<file path="src/rtl/picorv32_mem_pkg.sv">
// Shared types and constants for the PicoRV32 two-master memory arbiter.
package picorv32_mem_pkg;

    localparam int unsigned MEM_AW = 32;
    localparam int unsigned MEM_DW = 32;
    localparam int unsigned MEM_SW = 4;
    localparam int unsigned TMR_W  = 16;

    localparam logic [MEM_DW-1:0] DEFAULT_ERR_RDATA = 32'hDEAD_BEEF;

    localparam int unsigned M0 = 0;
    localparam int unsigned M1 = 1;

    typedef enum logic [1:0] {
        IDLE = 2'd0,
        GNT0 = 2'd1,
        GNT1 = 2'd2
    } arb_state_e;

    typedef struct packed {
        logic              instr;
        logic [MEM_AW-1:0] addr;
        logic [MEM_DW-1:0] wdata;
        logic [MEM_SW-1:0] wstrb;
    } mem_req_t;

endpackage

</file>
<file path="src/rtl/picorv32_mem_arb_timer.sv">
// Watchdog counter for a granted access; counts stalled grant cycles and
// flags the cycle in which the access must be forced to complete.
module picorv32_mem_arb_timer
    import picorv32_mem_pkg::*;
#(
    parameter int unsigned TIMEOUT_CYCLES = 0
) (
    input  logic clk,
    input  logic resetn,
    input  logic clear,
    input  logic active,
    input  logic stall,
    output logic hit_c
);

    generate
        if (TIMEOUT_CYCLES > 0) begin : g_wd
            logic [TMR_W-1:0] timer;

            // Saturating stall counter, held at zero while no grant exists
            always_ff @(posedge clk or negedge resetn) begin
                if (!resetn) begin
                    timer <= '0;
                end else if (clear) begin
                    timer <= '0;
                end else if (active && stall && (timer != '1)) begin
                    timer <= timer + TMR_W'(1);
                end
            end

            assign hit_c = active && stall && (timer == TMR_W'(TIMEOUT_CYCLES - 1));
        end else begin : g_off
            logic unused_c;
            assign unused_c = ^{clk, resetn, clear, active, stall};
            assign hit_c    = 1'b0;
        end
    endgenerate

endmodule

</file>
<file path="src/rtl/picorv32_mem_arbiter.sv">
// Two-master arbiter sharing one PicoRV32 native memory port, one outstanding
// access at a time, with optional watchdog completion of hung accesses.
module picorv32_mem_arbiter
    import picorv32_mem_pkg::*;
#(
    parameter bit                ROUND_ROBIN    = 1'b1,
    parameter int unsigned       TIMEOUT_CYCLES = 0,
    parameter logic [MEM_DW-1:0] ERR_RDATA      = DEFAULT_ERR_RDATA
) (
    input  logic              clk,
    input  logic              resetn,
    input  logic              m0_valid,
    input  logic              m0_instr,
    input  logic [MEM_AW-1:0] m0_addr,
    input  logic [MEM_DW-1:0] m0_wdata,
    input  logic [MEM_SW-1:0] m0_wstrb,
    output logic              m0_ready,
    output logic [MEM_DW-1:0] m0_rdata,
    input  logic              m1_valid,
    input  logic              m1_instr,
    input  logic [MEM_AW-1:0] m1_addr,
    input  logic [MEM_DW-1:0] m1_wdata,
    input  logic [MEM_SW-1:0] m1_wstrb,
    output logic              m1_ready,
    output logic [MEM_DW-1:0] m1_rdata,
    output logic              s_valid,
    output logic              s_instr,
    output logic [MEM_AW-1:0] s_addr,
    output logic [MEM_DW-1:0] s_wdata,
    output logic [MEM_SW-1:0] s_wstrb,
    input  logic              s_ready,
    input  logic [MEM_DW-1:0] s_rdata,
    output logic [1:0]        grant,
    output logic              timeout_err
);

    arb_state_e state, state_d;
    logic       last_grant, last_grant_d;
    logic       tmr_clear_c, tmr_active_c, hit_c;
    mem_req_t   req0, req1, s_req;

    assign req0 = '{instr: m0_instr, addr: m0_addr, wdata: m0_wdata, wstrb: m0_wstrb};
    assign req1 = '{instr: m1_instr, addr: m1_addr, wdata: m1_wdata, wstrb: m1_wstrb};

    // Watchdog only runs while the owner keeps its request up
    assign tmr_clear_c  = (state == IDLE);
    assign tmr_active_c = ((state == GNT0) && m0_valid) || ((state == GNT1) && m1_valid);

    picorv32_mem_arb_timer #(
        .TIMEOUT_CYCLES(TIMEOUT_CYCLES)
    ) u_timer (
        .clk    (clk),
        .resetn (resetn),
        .clear  (tmr_clear_c),
        .active (tmr_active_c),
        .stall  (!s_ready),
        .hit_c  (hit_c)
    );

    always_ff @(posedge clk or negedge resetn) begin
        if (!resetn) begin
            state      <= IDLE;
            last_grant <= 1'b1;
        end else begin
            state      <= state_d;
            last_grant <= last_grant_d;
        end
    end

    always_comb begin
        state_d      = state;
        last_grant_d = last_grant;
        s_valid      = 1'b0;
        s_req        = '0;
        m0_ready     = 1'b0;
        m1_ready     = 1'b0;
        m0_rdata     = s_rdata;
        m1_rdata     = s_rdata;
        grant        = 2'b00;
        timeout_err  = 1'b0;

        case (state)
            IDLE: begin
                // On a tie, round-robin hands the port to whoever did not own it last
                if (m0_valid && m1_valid) begin
                    if (ROUND_ROBIN && (last_grant == 1'(M0))) begin
                        state_d      = GNT1;
                        last_grant_d = 1'(M1);
                    end else begin
                        state_d      = GNT0;
                        last_grant_d = 1'(M0);
                    end
                end else if (m0_valid) begin
                    state_d      = GNT0;
                    last_grant_d = 1'(M0);
                end else if (m1_valid) begin
                    state_d      = GNT1;
                    last_grant_d = 1'(M1);
                end
            end
            GNT0: begin
                s_req       = req0;
                s_valid     = m0_valid && !hit_c;
                m0_ready    = s_ready || hit_c;
                m0_rdata    = hit_c ? ERR_RDATA : s_rdata;
                grant[M0]   = 1'b1;
                timeout_err = hit_c;
                if (m0_ready || !m0_valid) begin
                    state_d = IDLE;
                end
            end
            GNT1: begin
                s_req       = req1;
                s_valid     = m1_valid && !hit_c;
                m1_ready    = s_ready || hit_c;
                m1_rdata    = hit_c ? ERR_RDATA : s_rdata;
                grant[M1]   = 1'b1;
                timeout_err = hit_c;
                if (m1_ready || !m1_valid) begin
                    state_d = IDLE;
                end
            end
            default: begin
                state_d = IDLE;
            end
        endcase
    end

    assign s_instr = s_req.instr;
    assign s_addr  = s_req.addr;
    assign s_wdata = s_req.wdata;
    assign s_wstrb = s_req.wstrb;

endmodule

</file>
<file path="config.mk">
export PLATFORM = sky130hd
export DESIGN_NAME = picorv32_mem_arbiter
export DESIGN_NICKNAME = d
export VERILOG_FILES = /design/src/rtl/picorv32_mem_pkg.sv /design/src/rtl/picorv32_mem_arb_timer.sv /design/src/rtl/picorv32_mem_arbiter.sv
export SDC_FILE = /design/constraint.sdc
export NUM_CORES = 1
export LEC_CHECK = 0
export ABC_CLOCK_PERIOD_IN_PS = 1820
export CORE_AREA = 2 2 121 123
export CTS_CLUSTER_SIZE = 10
export DETAILED_ROUTE_END_ITERATION = 7
export DIE_AREA = 0 0 123 125
export HOLD_SLACK_MARGIN = 0.1
export PLACE_DENSITY = 0.63
export SLEW_MARGIN = 5
export SYNTH_ARGS = -nofsm -noshare
export SYNTH_HDL_FRONTEND = slang
export SYNTH_SLANG_ARGS = --single-unit
</file>
<file path="constraint.sdc">
create_clock -name clk -period 1.82 [get_ports clk]
set_input_delay 0.364 -clock clk [delete_from_list [all_inputs] [get_ports clk]]
set_output_delay 0.364 -clock clk [all_outputs]
set_load 0.03 [all_outputs]
</file>
==> out/results.ini <==
[floorplan]
start_util = 0.132
io_pins = 314
dieHeight_microns = 125
core_sq_um = 14200
die_x_microns = 123
placement_rows = 44
design.die.area_sq_um = 15400

[worst_setup_path]
timing.critical_path.max_delay_family = buffers and inverters
crit_slowest_cell = sky130_fd_sc_hd__dfrtp_2
cp.depth = 7
worstRegToRegCells = 6
startpoint_type = flip-flop
crit_end = s_wdata[7]
r2r_setup_slack_ns = 0.15
regToRegEndpoint = state[1]
cp_max_fo = 8
worstSetupEndpointType = output port
cp_cell_sequence = inv_2, ha_4, buf_12, clkbuf_16, a22oi_1, nor2b_2, buf_4
cpPeakStageDelay_ns = 0.43
worstSetupPathType = reg2out
worstReg2RegStart = state[1]
critical_path_arrival_ns = 1.65
critPathLaunch = state[1]
worst-endpoint-required_ns = 1.46
critical_path.n_buffers_inverters = 4

[detailed_routing]
wl_met3_microns = 864
drtIter0Drc = 59
routedLengthMet1_microns = 3590
antenna_left = 0
finalWirelength_microns = 10500
detail_route.first_pass.iterations = 4
wl_per_cell_microns = 17.5
met2_length_microns = 5820
top_signal_layer_used = met4
via_count = 2510
route.detailed.vias_per_inst = 4.18
drc = 0

[place]
place_congestion = 0.815
place.port_buffers = 216
detailed_place.area_sq_um = 3930
detailed_place_hpwl_microns = 6960
dp_slack_ns = -0.000650

[cts]
cts-buffers-inserted = 3
tritoncts = built
clock_tree.htree_level_count = 1
clock_sink_count = 3
cts_root_buffer = sky130_fd_sc_hd__clkbuf_16
clk_transition_reported_paths_ns = 0.03
cts.path.max_buffers = 2
worstSkewPairLatency_ns = 0.22

[timing]
finalCriticalPeriod_ns = 2.01
final_hold_vio_count = 0
rsz_0062_raised_after_global_routing = true
maxSlewViolCount = 0
final.period_utilization = 1.10
report.final.setup_viol = 71
skew_ns = 0.00344
fmax_mhz = 498
timing.final.ws_setup_ns = -0.190

[cells_and_area]
layout-area-overhead-vs-synth_pct = 164
final_nets = 597
final_layout_fill_cell_count = 1396
drive_above_1_share = 0.601
finalInstanceArea_sq_um = 4950
antenna-diode-count = 0

[grt]
antenna_found_initial = 0
grt_max_degree = 41
globalRouteTotalUtil = 0.115
first_pass_grt_wire_length_microns = 14100
via_count_of_the_first_global_routing_pass = 2620
grt-ovfl-total = 0

[status]
status = complete, but fails checks
failed_checks = setup timing

[power_and_ir_drop]
worst_ir_drop_vdd_v = 0.000911
p_leak_nw = 1.76
ratio_of_total_power_to_cell_area_nw_per_um2 = 1680
post-layout-total-power_mw = 8.31

[synth]
post-synth-top-area-cell = sky130_fd_sc_hd__buf_4
seq_area_frac_synth = 0.0406
synth.top_cell.area_share = 0.264
postSynthCellCount = 253
synthesis.area_sq_um = 1880
synth_fp_nets = 433
synthTopCellsByArea = sky130_fd_sc_hd__buf_4, sky130_fd_sc_hd__a22oi_1, sky130_fd_sc_hd__nor2b_1
synth-warning-count = 0
syn_area_per_cell_sq_um = 7.43
synth_cell_types = 22
synth-seq-cells = 3

[min_path]
hold_path_class = in2async

[job]
drv.max_cap_violation_count = 0

-- per-stage QoR --
stage               std cells   util  hold slack [ns]  setup TNS [ns]
global route              600  0.349            0.331          -14.87
detailed placement        576  0.277            0.539       -0.000650
global placement          576  0.277            0.524               0
finish                    600  0.349            0.319          -10.62
floorplan                 253      -           0.0684         -0.0791
CTS                       589  0.322            0.321          -10.76
-- cell usage after synthesis --
library cell                instances
sky130_fd_sc_hd__dfrtp_1            2
sky130_fd_sc_hd__nand3b_1           2
sky130_fd_sc_hd__buf_4             66
sky130_fd_sc_hd__a21oi_1            1
sky130_fd_sc_hd__ha_1               5
sky130_fd_sc_hd__o2111ai_1          2
sky130_fd_sc_hd__inv_1              2
sky130_fd_sc_hd__and2_1             2
sky130_fd_sc_hd__nand2b_1           2
sky130_fd_sc_hd__dfstp_2            1
sky130_fd_sc_hd__buf_6              2
sky130_fd_sc_hd__nor2b_1           70
sky130_fd_sc_hd__nand2_1            1
sky130_fd_sc_hd__conb_1             1
sky130_fd_sc_hd__clkbuf_1           7
sky130_fd_sc_hd__a31oi_1            1
sky130_fd_sc_hd__buf_2             12
sky130_fd_sc_hd__o311ai_1           1
sky130_fd_sc_hd__a22oi_2           10
sky130_fd_sc_hd__buf_8              1
sky130_fd_sc_hd__a22oi_1           61
sky130_fd_sc_hd__o31ai_1            1
-- sequential cells by signal (all words and copies together), names as in the netlist --
name	flops
last_grant	1
state	2
-- cells by family (layout without fill, tap and decap cells) --
family	Yosys count	count (layout)	synth area share
and+or+nand+nor	77	77	0.256
buffers and inverters	90	253	0.334
DFF	3	3	0.0406
AOI/OAI and AO/OA	77	77	0.334
other	1	1	0.00200
adders and majority gates	5	5	0.0333
-- cell usage in the layout, fill, tap and decap left out, drive strengths merged, types with 2 or more instances in the layout --
master / count
a22oi: 71
and2: 2
buf: 100
clkbuf: 8
clkdlybuf4s50: 142
dfrtp: 2
ha: 5
inv: 2
nand2b: 2
nand3b: 2
nor2b: 70
o2111ai: 2
-- layout make-up --
cell class | count | area, sq um | area share
Clock buffer | 4 | 78.8 | 0.0159
Inverter | 2 | 7.51 | 0.00152
Multi-Input combinational cell | 160 | 1740 | 0.351
Tap cell | 184 | 230 | 0.0465
Timing Repair Buffer | 247 | 2820 | 0.570
Sequential cell | 3 | 77.6 | 0.0157
-- per-layer routing --
metal	track usage	vias up
met1	0.119	1187
met5	0	-
met4	0.0287	0
li1	-	1161
met2	0.227	140
met3	0.0233	22
-- how the worst min path moves through the flow --
stage | startpoint | to | slack (ns) | cells after the start
floorplan | resetn | state[0] | 0.07 | 0
global placement | last_grant | last_grant | 0.52 | 2
detailed placement | last_grant | last_grant | 0.54 | 2
CTS | resetn | state[1] | 0.32 | 1
global route | resetn | state[1] | 0.33 | 1
finish | resetn | state[1] | 0.32 | 1
-- power by group --
| group | total (mW) | leakage, nW | internal (mW) | switching [mW] |
|---|---|---|---|---|
| Combinational | 7.82 | 1.68 | 4.17 | 3.65 |
| Sequential | 0.144 | 0.0349 | 0.110 | 0.0338 |
| Clock | 0.349 | 0.0382 | 0.289 | 0.0600 |
-- what timing repair did --
action | in CTS | in global routing
gates resized for setup | 93 | 46
pin swaps | 5 | 10
hold buffers | 0 | 0
endpoints found under the setup margin | 72 | 72
buffers inserted | 4 | 6
gates cloned | 5 | 5
No activity file was read; power rests on OpenSTA's default activity.
